## config.mk

```make
export PLATFORM = sky130hd
export DESIGN_NAME = mem_port_arbiter
export DESIGN_NICKNAME = d
export VERILOG_FILES = /design/src/rtl/mem_port_arbiter.sv
export SDC_FILE = /design/constraint.sdc
export NUM_CORES = 1
export LEC_CHECK = 0
export CAP_MARGIN = 20
export CORE_MARGIN = 3
export CORE_UTILIZATION = 45
export DETAILED_ROUTE_END_ITERATION = 10
export HOLD_SLACK_MARGIN = 0.02
export PLACE_DENSITY = 0.86
export SLEW_MARGIN = 20
export SYNTH_ARGS = -nofsm -noshare
export SYNTH_HDL_FRONTEND = slang
export SYNTH_SLANG_ARGS = --single-unit
```

## constraint.sdc

```tcl
create_clock -name clk -period 2.75 [get_ports clk]
set_input_delay 0.6875 -clock clk [delete_from_list [all_inputs] [get_ports clk]]
set_output_delay 0.6875 -clock clk [all_outputs]
set_load 0.02 [all_outputs]
```

## src/rtl/mem_port_arbiter.sv

```systemverilog
// mem_port_arbiter: shares one memory port between fetch (I) and data (D).
// Ports: clk, rst (async, active-low); i_* fetch side, d_* load/store side,
// m_* memory side. Fixed D priority, I forced after STARVE_MAX lost rounds.
// Define ARB_TIMEOUT_EN to add the BUSY watchdog and sticky m_err output.
module mem_port_arbiter #(
  parameter int ADDR_W      = 32,
  parameter int DATA_W      = 32,
  parameter int STARVE_MAX  = 4,
  parameter int TIMEOUT_CYC = 255
) (
  input  logic              clk,
  input  logic              rst,
  input  logic              i_req,
  input  logic [ADDR_W-1:0] i_addr,
  output logic              i_ack,
  output logic [DATA_W-1:0] i_rdata,
  input  logic              d_req,
  input  logic              d_we,
  input  logic [DATA_W/8-1:0] d_be,
  input  logic [ADDR_W-1:0] d_addr,
  input  logic [DATA_W-1:0] d_wdata,
  output logic              d_ack,
  output logic [DATA_W-1:0] d_rdata,
  output logic              m_req,
  output logic              m_we,
  output logic [DATA_W/8-1:0] m_be,
  output logic [ADDR_W-1:0] m_addr,
  output logic [DATA_W-1:0] m_wdata,
  input  logic              m_ack,
  input  logic [DATA_W-1:0] m_rdata
`ifdef ARB_TIMEOUT_EN
  ,
  output logic              m_err
`endif
);

  localparam int BE_W = DATA_W / 8;
  localparam logic [3:0] STARVE_LIM = 4'(STARVE_MAX);

  if (STARVE_MAX < 1 || STARVE_MAX > 15) begin : g_bad_starve
    $error("STARVE_MAX out of range 1..15");
  end
  if (TIMEOUT_CYC < 1 || TIMEOUT_CYC > 255) begin : g_bad_timeout
    $error("TIMEOUT_CYC out of range 1..255");
  end

  typedef enum logic [1:0] {
    S_IDLE,
    S_BUSY_I,
    S_BUSY_D,
    S_RESP
  } state_e;

  state_e            state_q, state_d;
  logic [3:0]        starve_q, starve_d;
  logic              m_req_q, m_req_d;
  logic              m_we_q, m_we_d;
  logic [BE_W-1:0]   m_be_q, m_be_d;
  logic [ADDR_W-1:0] m_addr_q, m_addr_d;
  logic [DATA_W-1:0] m_wdata_q, m_wdata_d;
  logic              i_ack_q, i_ack_d;
  logic              d_ack_q, d_ack_d;
  logic [DATA_W-1:0] i_rdata_q, i_rdata_d;
  logic [DATA_W-1:0] d_rdata_q, d_rdata_d;
`ifdef ARB_TIMEOUT_EN
  localparam logic [7:0] TO_LIM = 8'(TIMEOUT_CYC - 1);
  logic [7:0]        wd_q, wd_d;
  logic              m_err_q, m_err_d;
`endif

  logic grant_i;
  logic grant_d;

  // Fetch wins alone, or when it has lost STARVE_MAX rounds in a row.
  assign grant_i = i_req && (!d_req || (starve_q == STARVE_LIM));
  assign grant_d = d_req && !grant_i;

  always_comb begin
    state_d   = state_q;
    starve_d  = starve_q;
    m_req_d   = m_req_q;
    m_we_d    = m_we_q;
    m_be_d    = m_be_q;
    m_addr_d  = m_addr_q;
    m_wdata_d = m_wdata_q;
    i_ack_d   = 1'b0;
    d_ack_d   = 1'b0;
    i_rdata_d = i_rdata_q;
    d_rdata_d = d_rdata_q;
`ifdef ARB_TIMEOUT_EN
    wd_d      = wd_q;
    m_err_d   = m_err_q;
`endif
    unique case (state_q)
      S_IDLE: begin
`ifdef ARB_TIMEOUT_EN
        wd_d = '0;
`endif
        unique case (1'b1)
          grant_i: begin
            state_d   = S_BUSY_I;
            starve_d  = '0;
            m_req_d   = 1'b1;
            m_we_d    = 1'b0;
            m_be_d    = '1;
            m_addr_d  = i_addr;
            m_wdata_d = '0;
          end
          grant_d: begin
            state_d   = S_BUSY_D;
            // Only reachable below the limit, so +1 never overshoots.
            if (i_req) starve_d = starve_q + 4'd1;
            m_req_d   = 1'b1;
            m_we_d    = d_we;
            m_be_d    = d_be;
            m_addr_d  = d_addr;
            m_wdata_d = d_wdata;
          end
          default: ;
        endcase
      end
      S_BUSY_I, S_BUSY_D: begin
        if (m_ack) begin
          m_req_d = 1'b0;
          state_d = S_RESP;
          if (state_q == S_BUSY_I) begin
            i_rdata_d = m_rdata;
            i_ack_d   = 1'b1;
          end else begin
            d_rdata_d = m_rdata;
            d_ack_d   = 1'b1;
          end
        end
`ifdef ARB_TIMEOUT_EN
        else if (wd_q == TO_LIM) begin
          m_req_d = 1'b0;
          m_err_d = 1'b1;
          state_d = S_RESP;
          if (state_q == S_BUSY_I) begin
            i_rdata_d = '1;
            i_ack_d   = 1'b1;
          end else begin
            d_rdata_d = '1;
            d_ack_d   = 1'b1;
          end
        end else begin
          wd_d = wd_q + 8'd1;
        end
`endif
      end
      S_RESP: state_d = S_IDLE;
      default: state_d = S_IDLE;
    endcase
  end

  always_ff @(posedge clk or negedge rst) begin
    if (!rst) begin
      state_q   <= S_IDLE;
      starve_q  <= '0;
      m_req_q   <= 1'b0;
      m_we_q    <= 1'b0;
      m_be_q    <= '0;
      m_addr_q  <= '0;
      m_wdata_q <= '0;
      i_ack_q   <= 1'b0;
      d_ack_q   <= 1'b0;
      i_rdata_q <= '0;
      d_rdata_q <= '0;
`ifdef ARB_TIMEOUT_EN
      wd_q      <= '0;
      m_err_q   <= 1'b0;
`endif
    end else begin
      state_q   <= state_d;
      starve_q  <= starve_d;
      m_req_q   <= m_req_d;
      m_we_q    <= m_we_d;
      m_be_q    <= m_be_d;
      m_addr_q  <= m_addr_d;
      m_wdata_q <= m_wdata_d;
      i_ack_q   <= i_ack_d;
      d_ack_q   <= d_ack_d;
      i_rdata_q <= i_rdata_d;
      d_rdata_q <= d_rdata_d;
`ifdef ARB_TIMEOUT_EN
      wd_q      <= wd_d;
      m_err_q   <= m_err_d;
`endif
    end
  end

  assign i_ack   = i_ack_q;
  assign i_rdata = i_rdata_q;
  assign d_ack   = d_ack_q;
  assign d_rdata = d_rdata_q;
  assign m_req   = m_req_q;
  assign m_we    = m_we_q;
  assign m_be    = m_be_q;
  assign m_addr  = m_addr_q;
  assign m_wdata = m_wdata_q;
`ifdef ARB_TIMEOUT_EN
  assign m_err   = m_err_q;
`endif

endmodule

```

Word level (Yosys, flattened, before mapping)
Index checks and enable logic that the tools add are counted.
{ "classes": {"addsub": 1, "n_eq_ne": 8, "muxes": 18, "bitwise_logic": 1, "reduce_logical": 16} }
{ "ops": {"columns": ["operator", "n"], "rows": [
  ["32-bit one-hot mux with 2 select lines", 2],
  ["4-bit one-hot mux with 2 select lines", 2],
  ["3-bit AND reduction", 4],
  ["1-bit 2-to-1 mux", 8],
  ["2-bit != test, second input constant", 3],
  ["2-bit one-hot mux with 3 select lines", 1],
  ["4-bit by 1-bit adder with 4-bit output, second input constant", 1],
  ["2-bit == test, second input constant", 2],
  ["4-bit by 3-bit == test with 1-bit output, second input constant", 1],
  ["4-bit 2-to-1 mux", 1],
  ["1-bit one-hot mux with 2 select lines", 2],
  ["2-bit one-hot mux with 2 select lines", 1],
  ["2-bit AND reduction", 2],
  ["2-bit nonzero test", 2],
  ["2-bit OR reduction", 2],
  ["3-bit != test, second input constant", 1],
  ["2-bit by 1-bit == test with 1-bit output, second input constant", 1],
  ["1-bit logical AND", 2],
  ["1-bit logical NOT", 2],
  ["2-bit logical NOT", 1],
  ["2-bit 2-to-1 mux", 1],
  ["1-bit logical OR", 1],
  ["1-bit NOT", 1]
]} }
{ "totals": {"ff_bits": 142, "inputBits": 138, "output_inout_bits": 136, "word_cells": 55} }

Longest topological paths before layout
Gate-level depths: netlist (run 1).
{ "logic_depth": {"word_depth": 8, "ltp_mapped": 8, "ltp_nobuf": 5} }

Worst setup path after synthesis (run 1)
Ideal clock, no wire load.
{ "synth_path": {"path_type": "in2reg", "start": "input port i_req", "end": "register m_addr_q[10] (netlist: m_addr[10])", "setup_time_ps": 80, "t_arrival_ps": 1615, "required_ps": 2670, "path_slack_ps": 1055, "cell_stages": 7, "n_path_buf": 4, "path_cell_list": "buf_4 -> nand4b_4 -> buf_6 -> and2_4 -> buf_6 -> buf_6 -> o211ai_2"} }
{ "synth_via": {"elab_chain_len": 5, "word_cells_on_any_way": 6, "classes_between": "1 x mux; 5 x reduce/logical"} }
{ "synth_rtl": {"columns": ["item", "line", "rtl"], "rows": [
  ["start: declaration", "13", "input logic i_req,"],
  ["1-bit logical AND (*)", "75", "assign grant_i = i_req && (!d_req || (starve_q == STARVE_LIM));"],
  ["1-bit logical NOT", "76", "assign grant_d = d_req && !grant_i;"],
  ["1-bit logical AND", "76", null],
  ["2-bit nonzero test (no line)", null, null],
  ["2-bit AND reduction (no line)", null, null],
  ["end signal: assignment", "179", "m_addr_q <= m_addr_d;"],
  ["end: declaration", "59", "logic [ADDR_W-1:0] m_addr_q, m_addr_d;"]
]} }
Every way passes the cells marked *; elsewhere a longest branch is shown, timed or not.
A chain may end at the register's enable or synchronous reset.

Final worst setup path (run 1)
{ "layout_path": {"start": "register m_req_q (netlist: m_req)", "end": "output port m_req"} }
{ "layout_lines": {"columns": ["item", "line", "rtl"], "rows": [
  ["start: declaration", "56", "logic m_req_q, m_req_d;"],
  ["start signal: assignment", "176", "m_req_q <= m_req_d;"],
  ["end: declaration", "24", "output logic m_req,"]
]} }
No word-level cell between the ends.

==> reports/metrics.csv, run 1 <==
stage;metric;value;unit
drt;wirelength, routed;17800;um
drt;remaining routing DRC violations;0;
global_route;number of global-route vias before repair;5509;
drt;detailed-route vias per instance;5.29;
floorplan;number of rows in the core area;41;
layout;post-route cell area;0.00960;sq mm
logic_synthesis;register area share after synthesis;58.4;%
setup_path;worst path bufs/invs;1;
clocking;Worst-Skew Late Latency;0.41;ns
floorplan;die outline height;122;um
timing;relative max-transition margin;63.2;%
power;power density cells;1270;mW/mm^2
setup_path;R2R depth;7;
layout;proportion of layout cells with a drive suffix above 1;17.1;%
setup_path;Worst Path Required;2.06;ns
setup_path;critical path endpoint category;primary output;
setup_path;Reg-to-Reg Start;state_q[1];
setup_path;capturing point of the worst reg2reg path;m_addr[2];
timing;maximum frequency from static timing analysis;467;MHz
global_route;All-Layer GR Usage;24.1;%
power;Leak;4.08;nW
timing;actual slew at the worst max-slew pin;0.552;ns
power;part of the total power dissipated in sequential elements;30.8;%
logic_synthesis;Post-Syn Instances;534;
timing;number of failing setup endpoints in the final timing report;0;
timing;unrepaired setup endpoints after global routing;false;
placed_design;number of instances in the placed design;951;
layout;number of diodes;0;
clocking;CTS clk-pin slew, worst paths;0.06;ns
placed_design;# port buffers;273;
logic_synthesis;simple-gate share of the synthesized area;13.7;%
status;outcome;completed;
logic_synthesis;synthesis warning total;0;
global_route;global-route wire length before repair;28000;um
placed_design;placer congestion estimate;0.884;
logic_synthesis;mux share of post-synthesis cell area;12.4;%
drt;drt first pass iters;5;
logic_synthesis;Syn Nets;677;
setup_path;startpoint kind of the worst setup timing path;register;
drt;Antenna Violating Nets Remaining;0;
logic_synthesis;syn avg cell area;11.4;sq um
logic_synthesis;synth unique cells;27;
logic_synthesis;Seq cells post-synth;142;
floorplan;DIE AREA;0.0149;sq mm
layout;commonest non-fill, non-tap cell in the layout;sky130_fd_sc_hd__clkdlybuf4s50_1;
logic_synthesis;xor/xnor cell area share of the yosys netlist;0;%
setup_path;CP delay by family, top;buffers and inverters;
power;part of the power in the clock network;20.2;%
power;Peak VDD IR;0.546;mV
timing;Setup TNS;0;ns
clocking;sink count of the clock tree;142;
setup_path;worst-path fanout max;3;
power;part of the total power dissipated in combinational logic;49.1;%
clocking;CTS tree;built;
min_path;worst min path class;input pin to async pin;
logic_synthesis;complex-gate fraction of the synthesized area;10.4;%
clocking;number of instances resized during post-cts repair;0;
logic_synthesis;adder-cell share of the synthesized area;1.03;%
floorplan;I/O pin count;274;
layout;final layout net count;941;
power;share of total power consumed by net switching;36.9;%
layout;fin cells;983;
timing;minimum period implied by the final worst setup slack;2.14;ns
setup_path;worst setup slack for register-to-register paths;0.78;ns
layout;area growth from synthesis to final layout;58.0;%
placed_design;post-DP HPWL;12900;um
floorplan;starting density of the core;47.0;%
clocking;post-CTS setup buffer count;0;
clocking;buffer depth of the longest clock path;2;
power;cell internal pwr;7.71;mW
floorplan;core area;0.0129;sq mm
logic_synthesis;Mapped Area;0.00608;sq mm
logic_synthesis;combinational family with the most area after synthesis;simple AND/OR/NAND/NOR gates;
setup_path;critical path, cell by cell;clkdlybuf4s50_1;
setup_path;Crit path largest cell delay;0.68;ns
global_route;largest net degree at the start of global routing;71;
drt;starting DRC count in detailed routing;393;
timing;Final Hold Fails;0;
drt;total number of vias;5202;
clocking;number of clock buffers inserted by TritonCTS;17;
setup_path;WS Path Type;register to primary output;
clocking;CTS Root Buffer Type;sky130_fd_sc_hd__clkbuf_16;
drt;routed length per instance;18.1;um
layout;commonest non-fill, non-tap cells in the layout;sky130_fd_sc_hd__clkdlybuf4s50_1, sky130_fd_sc_hd__dfrtp_1, sky130_fd_sc_hd__nand2_1, sky130_fd_sc_hd__mux2_2, sky130_fd_sc_hd__o21ai_0;
global_route;total congestion overflow after global routing;0;
setup_path;cell at the slowest stage of the critical path;sky130_fd_sc_hd__clkdlybuf4s50_1;
clocking;Post-CTS Hold Fix Bufs;0;
timing;pins over their slew limit;0;
power;power dissipated by switching net loads;4.51;mW
placed_design;placed inst area;0.00896;sq mm
timing;clock skew;0.00849;ns
global_route;initial antenna violation count;0;
floorplan;die width;122;um
setup_path;Arr. time, crit path;1.45;ns
timing;final period utilization;77.8;%
clocking;H-tree Lvls;4;
run;max-cap check violation count;0;
-- state kept, by name, indices dropped and copies added, names as in the netlist, 2 cells and up --
| name | cells |
|---|---|
| d_rdata | 32 |
| i_rdata | 32 |
| m_addr | 32 |
| m_be | 4 |
| m_wdata | 32 |
| starve_q | 4 |
| state_q | 2 |
-- per-stage QoR --
stage,hold WS (ns),power [mW],setup WS [ns],util [%]
detailed placement,0.469,9.80,0.316,69.3
floorplan,0.392,6.88,1.05,-
CTS,0.134,12.3,0.581,74.3
global placement,0.459,9.54,0.400,69.3
finish,0.134,12.2,0.610,74.3
global route,0.136,12.9,0.553,74.3
-- how the worst max path moves through the flow --
stage,slack [ns],startpoint,depth (start not counted),end
finish,0.61,m_req,1,m_req
global route,0.55,m_req,1,m_req
CTS,0.58,m_req,1,m_req
detailed placement,0.32,i_req,4,m_addr[4]
global placement,0.40,i_req,4,m_addr[0]
floorplan,1.05,i_req,7,m_addr[10]
-- area by class of cell --
| class | instances | area [sq um] |
|---|---|---|
| Clock buffer | 23 | 488 |
| Clock inverter | 9 | 156 |
| Fill cell | 879 | 3320 |
| Inverter | 9 | 33.8 |
| Multi-Input combinational cell | 342 | 2290 |
| Sequential cell | 142 | 3550 |
| Tap cell | 172 | 215 |
| Timing Repair Buffer | 286 | 2870 |
-- cells by family (layout without fill, tap and decap cells) --
logic type                 Yosys count  count (layout)
and+or+nand+nor                    189             189
muxes                               67              67
adders and majority gates            5               5
DFF                                142             142
buffers and inverters               50             327
AOI/OAI and AO/OA                   81              81
-- power by group through the flow --
stage / Sequential, mW / Clock, mW / Combinational (mW)
2_1_floorplan: 4.93 / 0 / 1.95
3_5_place_dp: 3.77 / 0 / 6.03
5_1_grt: 3.88 / 2.60 / 6.39
4_1_cts: 3.76 / 2.49 / 6.06
6_report: 3.76 / 2.46 / 5.99
3_3_place_gp: 3.70 / 0 / 5.84
-- metal layers --
layer  share of wire, %  up-vias  global-route usage [%]
li1                   -     2369                       -
met1                 37     2521                    27.9
met4                2.9        0                    8.89
met2                 52      270                    42.9
met3                8.0       42                    6.50
met5                  0        -                       0
-- synth_stat cells, drive strengths merged --
cell	number	share of area, %
nand3	2	0.16
o22ai	2	0.21
a21boi	1	0.12
dfrtp	142	58
and3b	1	0.14
nor2b	2	0.21
nand3b	1	0.12
nand4	33	3.4
nor2	11	0.68
o21ai	37	3.1
a31oi	3	0.31
inv	9	0.56
nand4b	1	0.39
o21a	1	0.12
clkbuf	20	1.2
nand2	137	8.5
buf	21	2.3
mux2	65	12
ha	5	1.0
and2	1	0.14
mux2i	2	0.33
a21oi	5	0.41
o211ai	32	6.1
Note: power is estimated with default switching activity, not from simulation.
==> run 2, diff against run 1 <==
--- a/config.mk
+++ b/config.mk
@@ -7,10 +7,10 @@
 export LEC_CHECK = 0
 export CAP_MARGIN = 20
 export CORE_MARGIN = 3
-export CORE_UTILIZATION = 45
+export CORE_UTILIZATION = 42
 export DETAILED_ROUTE_END_ITERATION = 10
 export HOLD_SLACK_MARGIN = 0.02
-export PLACE_DENSITY = 0.86
+export PLACE_DENSITY = 0.81
 export SLEW_MARGIN = 20
 export SYNTH_ARGS = -nofsm -noshare
 export SYNTH_HDL_FRONTEND = slang
==> constraint.sdc (replaced) <==
create_clock -name clk -period 2.2 [get_ports clk]
set_input_delay 0.55 -clock clk [delete_from_list [all_inputs] [get_ports clk]]
set_output_delay 0.55 -clock clk [all_outputs]
set_load 0.02 [all_outputs]
==> run 2 against run 1 <==
Clock-buffer cell count is 1 lower. Sequential power rose by 25%. Design area is 0.90% higher. Power grew 25%. Die area is 6.8% higher. Via count is 0.42% lower. Critical path type unchanged. Clock power up 25%. Utilization shrank 5.3 points. Sequential cell count unchanged. Register-to-register slack worse by 0.29 ns. Non-clock buffer count is 2 higher. Worst hold slack worse by 0.088 ns.
==> reports/metrics.csv, run 2 (same netlist as run 1, synthesis figures left out) <==
stage;metric;value;unit;change
setup_path;R2R depth;5;;-2
layout;proportion of layout cells with a drive suffix above 1;17.5;%;+0.33 points
power;part of the total power dissipated in combinational logic;49.3;%;+0.2 points
setup_path;total number of cells along the worst setup path;1;;unchanged
timing;smallest setup slack after layout;0.207;ns;-0.403 ns
power;power dissipated by switching net loads;5.61;mW;+24%
layout;Post-Route Utilization;69.0;%;-5.3 points
setup_path;startpoint kind of the worst setup timing path;register;;
power;part of the total power dissipated in sequential elements;30.6;%;-0.2 points
timing;final period utilization;90.6;%;
clocking;H-tree Lvls;4;;unchanged
run;max-cap check violation count;0;;unchanged
timing;unrepaired setup endpoints after global routing;false;;
floorplan;die outline height;126;um;+3.3%
setup_path;WS Path Type;register to primary output;;
placed_design;post-DP HPWL;12400;um;-3.6%
drt;wirelength, routed;17300;um;-2.8%
status;outcome;completed;;
global_route;initial antenna violation count;0;;unchanged
global_route;number of global-route vias before repair;5498;;-0.20%
power;share of total power consumed by net switching;36.6;%;-0.30 points
clocking;buffer depth of the longest clock path;2;;unchanged
timing;maximum frequency from static timing analysis;502;MHz;
clocking;post-CTS setup buffer count;0;;unchanged
floorplan;core area;0.0140;sq mm;+8.6%
clocking;Post-CTS Hold Fix Bufs;0;;unchanged
layout;area growth from synthesis to final layout;59.4;%;
placed_design;Post-Place Setup Slack;0.0658;ns;-0.250 ns
timing;Final Hold Fails;0;;unchanged
setup_path;cell at the slowest stage of the critical path;sky130_fd_sc_hd__clkdlybuf4s50_1;;
placed_design;# port buffers;273;;unchanged
drt;starting DRC count in detailed routing;255;;-35%
power;cell internal pwr;9.71;mW;+26%
timing;actual slew at the worst max-slew pin;0.554;ns;+0.00215 ns
clocking;CTS Root Buffer Type;sky130_fd_sc_hd__clkbuf_16;;
timing;Setup TNS;0;ns;unchanged
clocking;sink count of the clock tree;142;;unchanged
clocking;CTS clk-pin slew, worst paths;0.06;ns;about the same
drt;detailed-route vias per instance;5.22;;-1.4%
floorplan;starting density of the core;43.3;%;-3.7 points
floorplan;DIE AREA;0.0160;sq mm;+6.8%
setup_path;Worst Path Required;1.65;ns;-0.41 ns
clocking;Worst-Skew Late Latency;0.41;ns;about the same
layout;commonest non-fill, non-tap cell in the layout;sky130_fd_sc_hd__clkdlybuf4s50_1;;
global_route;All-Layer GR Usage;21.9;%;-2.3 points
global_route;global-route wire length before repair;27900;um;-0.34%
setup_path;worst-path fanout max;3;;unchanged
layout;final layout net count;943;;+0.21%
drt;Antenna Violating Nets Remaining;0;;unchanged
global_route;largest net degree at the start of global routing;55;;-23%
placed_design;placer congestion estimate;0.861;;-2.6%
min_path;worst min path class;input pin to async pin;;
timing;number of failing setup endpoints in the final timing report;0;;unchanged
drt;drt first pass iters;5;;unchanged
layout;commonest non-fill, non-tap cells in the layout;sky130_fd_sc_hd__clkdlybuf4s50_1, sky130_fd_sc_hd__dfrtp_1, sky130_fd_sc_hd__nand2_1, sky130_fd_sc_hd__mux2_2, sky130_fd_sc_hd__o21ai_0;;
floorplan;number of rows in the core area;43;;+4.9%
setup_path;critical path, cell by cell;clkdlybuf4s50_1;;
layout;number of diodes;0;;unchanged
power;Leak;4.11;nW;+0.72%
setup_path;critical path endpoint category;primary output;;
floorplan;die width;126;um;+3.3%
power;part of the power in the clock network;20.1;%;about the same
timing;pins over their slew limit;0;;unchanged
floorplan;I/O pin count;274;;unchanged
setup_path;Arr. time, crit path;1.44;ns;about the same
clocking;number of clock buffers inserted by TritonCTS;17;;unchanged
setup_path;worst path bufs/invs;1;;unchanged
global_route;total congestion overflow after global routing;0;;unchanged
timing;clock skew;0.00621;ns;-0.00228 ns
power;power density cells;1580;mW/mm^2;+24%
timing;relative max-transition margin;63.1;%;-0.14 points
setup_path;Crit path largest cell delay;0.65;ns;-0.03 ns
drt;total number of vias;5180;;-0.42%
clocking;CTS tree;built;;
drt;routed length per instance;17.4;um;-3.8%
setup_path;CP delay by family, top;buffers and inverters;;
clocking;number of instances resized during post-cts repair;0;;unchanged
timing;minimum period implied by the final worst setup slack;1.99;ns;
power;Peak VDD IR;0.737;mV;+35%
drt;remaining routing DRC violations;0;;unchanged
run 2: cell count changes in the layout (fill, tap and decap cells not counted):
cell	previous run	this run
sky130_fd_sc_hd__clkinvlp_4	0	2
sky130_fd_sc_hd__clkbuf_1	2	1
sky130_fd_sc_hd__clkinv_2	2	3
sky130_fd_sc_hd__buf_12	3	8
sky130_fd_sc_hd__buf_4	10	7
sky130_fd_sc_hd__clkinv_4	3	1
run 2: layer usage:
layer / global-route usage, % / vias up / share of wire, %
met4: 8.52 / 0 / 2.2
met2: 37.9 / 250 / 51
met5: 0 / - / 0
met3: 6.86 / 31 / 8.5
met1: 25.5 / 2524 / 38
li1: - / 2375 / -
run 2: power groups by stage:
stage	Clock (mW)	Sequential (mW)	Combinational, mW
detailed placement	0	4.71	7.62
finish	3.08	4.69	7.55
floorplan	0	6.16	2.43
CTS	3.14	4.69	7.64
global route	3.27	4.84	8.06
global placement	0	4.63	7.44
run 2: layout make-up:
type	count	area (sq um)
clock buffer	22	484
clock inverter	10	159
fill	1010	4350
inverter	9	33.8
multi-input combinational	342	2290
sequential	142	3550
tap	180	225
timing repair buffer	288	2950
run 2: path summary, 6_finish.rpt:
check                             from     endpoint  slack [ns]
setup / recovery                 m_req        m_req        0.21
hold / removal                     rst  d_rdata[11]        0.05
setup reg to reg           starve_q[0]    m_addr[3]        0.49
hold reg to reg            m_wdata[23]  m_wdata[23]        0.48
max in group asynchronous          rst   state_q[0]        1.52
min in group clk           m_wdata[23]  m_wdata[23]        0.48
run 2: metrics by stage:
stage	hold slack (ns)	area, sq um	power (mW)	std cells
final	0.0456	9690	15.3	993
after global placement	0.463	9050	12.1	961
after detailed placement	0.470	9050	12.3	961
after CTS	0.0408	9690	15.5	993
after floorplan	0.254	6080	8.59	534
after global routing	0.0509	9690	16.2	993
==> run 3, diff against run 2 <==
==> constraint.sdc (replaced) <==
create_clock -name clk -period 2.1 [get_ports clk]
set_input_delay 0.525 -clock clk [delete_from_list [all_inputs] [get_ports clk]]
set_output_delay 0.525 -clock clk [all_outputs]
set_load 0.02 [all_outputs]
==> run 3 against run 2 <==
Die area unchanged. Clock skew about the same. Clock-buffer cell count unchanged. Non-clock buffer count up 2. Design area unchanged. Combinational power up 5.2%. Worst hold slack better by 0.44 ns. Utilization unchanged. Wire length up 0.75%. Power up 4.5%. Sequential power up 4.7%. Largest power group unchanged. Global-route usage about the same.
==> reports/metrics.csv, run 3 (same netlist as run 1, synthesis figures left out) <==
stage;metric;value;unit;change
status;outcome;completed;;
min_path;worst min path class;register to register;;
setup_path;worst-path fanout max;2;;-1
timing;actual slew at the worst max-slew pin;0.537;ns;-0.0173 ns
power;cell internal pwr;10.1;mW;+4.2%
run;max-cap check violation count;0;;unchanged
drt;Antenna Violating Nets Remaining;0;;unchanged
setup_path;critical path, cell by cell;clkdlybuf4s50_1;;
drt;remaining routing DRC violations;0;;unchanged
timing;worst hold-check slack;0.482;ns;+0.436 ns
power;power dissipated by switching net loads;5.90;mW;+5.2%
layout;post-route cell area;0.00969;sq mm;unchanged
timing;pins over their slew limit;0;;unchanged
setup_path;Reg-to-Reg Start;state_q[0];;
layout;Post-Route Utilization;69.0;%;unchanged
setup_path;Worst Setup SP;m_addr[22];;
timing;minimum period implied by the final worst setup slack;1.96;ns;
placed_design;post-DP HPWL;12300;um;-0.50%
setup_path;Arr. time, crit path;1.44;ns;about the same
placed_design;placer congestion estimate;0.876;;+1.7%
global_route;All-Layer GR Usage;21.9;%;about the same
power;share of total power consumed by net switching;36.8;%;+0.22 points
floorplan;I/O pin count;274;;unchanged
timing;final period utilization;93.3;%;
setup_path;capture point of the worst path;m_addr[22];;
clocking;CTS tree;built;;
clocking;post-CTS setup buffer count;0;;unchanged
floorplan;DIE AREA;0.0160;sq mm;unchanged
global_route;global-route wire length before repair;27800;um;-0.42%
drt;detailed-route vias per instance;5.17;;-0.86%
layout;proportion of layout cells with a drive suffix above 1;17.3;%;-0.17 points
setup_path;startpoint kind of the worst setup timing path;register;;
power;part of the total power dissipated in combinational logic;49.6;%;+0.3 points
layout;area of combinational cells with multiple inputs;0.00229;sq mm;unchanged
setup_path;Worst Path Required;1.57;ns;-0.08 ns
setup_path;cell at the slowest stage of the critical path;sky130_fd_sc_hd__clkdlybuf4s50_1;;
clocking;Worst-Skew Late Latency;0.40;ns;about the same
power;part of the power in the clock network;19.7;%;-0.4 points
setup_path;CP delay by family, top;buffers and inverters;;
setup_path;capturing point of the worst reg2reg path;d_rdata[19];;
setup_path;total number of cells along the worst setup path;1;;unchanged
layout;commonest non-fill, non-tap cell in the layout;sky130_fd_sc_hd__clkdlybuf4s50_1;;
clocking;CTS Root Buffer Type;sky130_fd_sc_hd__clkbuf_16;;
layout;commonest non-fill, non-tap cells in the layout;sky130_fd_sc_hd__clkdlybuf4s50_1, sky130_fd_sc_hd__dfrtp_1, sky130_fd_sc_hd__nand2_1, sky130_fd_sc_hd__mux2_2, sky130_fd_sc_hd__o21ai_0;;
clocking;H-tree Lvls;4;;unchanged
timing;relative max-transition margin;64.2;%;+1.2 points
drt;drt first pass iters;4;;-1
global_route;total congestion overflow after global routing;0;;unchanged
floorplan;number of rows in the core area;43;;unchanged
drt;starting DRC count in detailed routing;276;;+8.2%
clocking;sink count of the clock tree;142;;unchanged
power;power density cells;1650;mW/mm^2;+4.5%
layout;area growth from synthesis to final layout;59.4;%;unchanged
placed_design;placed inst area;0.00905;sq mm;about the same
floorplan;die width;126;um;unchanged
timing;clock skew;0.00635;ns;+0.000132 ns
timing;number of failing setup endpoints in the final timing report;0;;unchanged
floorplan;die outline height;126;um;unchanged
timing;Final Hold Fails;0;;unchanged
setup_path;R2R depth;5;;unchanged
layout;final layout net count;945;;+0.21%
timing;smallest setup slack after layout;0.140;ns;-0.0668 ns
setup_path;WS Path Type;register to primary output;;
layout;number of diodes;0;;unchanged
setup_path;worst path bufs/invs;1;;unchanged
global_route;initial antenna violation count;0;;unchanged
placed_design;Post-Place Setup Slack;-0.0181;ns;-0.0838 ns
clocking;buffer depth of the longest clock path;2;;unchanged
setup_path;Crit path largest cell delay;0.66;ns;about the same
floorplan;core area;0.0140;sq mm;unchanged
clocking;CTS clk-pin slew, worst paths;0.06;ns;about the same
drt;wirelength, routed;17500;um;+0.75%
global_route;largest net degree at the start of global routing;63;;+15%
setup_path;worst setup slack for register-to-register paths;0.40;ns;-0.09 ns
power;part of the total power dissipated in sequential elements;30.7;%;about the same
floorplan;starting density of the core;43.3;%;unchanged
power;Peak VDD IR;0.878;mV;+19%
timing;unrepaired setup endpoints after global routing;false;;
drt;routed length per instance;17.5;um;+0.55%
layout;number of filler instances in the final layout;986;;-2.4%
layout;area taken by flip-flops and latches;0.00355;sq mm;unchanged
global_route;number of global-route vias before repair;5360;;-2.5%
setup_path;critical path endpoint category;primary output;;
placed_design;# port buffers;273;;unchanged
clocking;number of clock buffers inserted by TritonCTS;17;;unchanged
power;Leak;4.10;nW;-0.18%
drt;total number of vias;5146;;-0.66%
timing;maximum frequency from static timing analysis;510;MHz;
[run 3: area by class of cell]
cell class	count	share of cell area, %
tap	180	2.32
clock inverter	10	1.67
multi-input combinational	342	23.6
inverter	9	0.349
timing repair buffer	290	30.6
sequential	142	36.7
clock buffer	22	4.79
[run 3: per-stage QoR]
stage / total power [mW] / setup TNS (ns) / std cells
finish: 16.0 / 0 / 995
global route: 16.8 / 0 / 995
CTS: 16.1 / 0 / 995
detailed placement: 12.9 / -0.0308 / 962
global placement: 12.6 / 0 / 962
floorplan: 9.00 / 0 / 534
[run 3: power groups by stage]
stage / clock (mW) / sequential, mW / combinational [mW]
floorplan: 0 / 6.46 / 2.55
global placement: 0 / 4.87 / 7.75
detailed placement: 0 / 4.93 / 7.96
CTS: 3.22 / 4.92 / 8.00
global route: 3.34 / 5.07 / 8.44
finish: 3.16 / 4.91 / 7.94
[run 3: what timing repair did]
action / 4_1_cts / 5_1_grt
endpoints found under the hold margin: 30 / 0
hold buffers: 1 / 0
resized for setup: 0 / 0
setup endpoints to repair: 0 / 0
[run 3: layer usage]
layer / global-route usage (%) / share of wire, %
met4: 9.09 / 2.9
met3: 6.95 / 7.8
met5: 0 / 0
met2: 37.5 / 51
met1: 25.5 / 39
[run 3: worst min-delay path by stage]
stage | start | endpoint | slack [ns] | cells past startpoint
floorplan | rst | d_ack | 0.23 | 0
global placement | rst | i_rdata[12] | 0.42 | 1
detailed placement | rst | i_rdata[12] | 0.43 | 1
CTS | m_wdata[0] | m_wdata[0] | 0.48 | 2
global route | m_addr[29] | m_addr[29] | 0.51 | 2
finish | m_wdata[0] | m_wdata[0] | 0.48 | 2
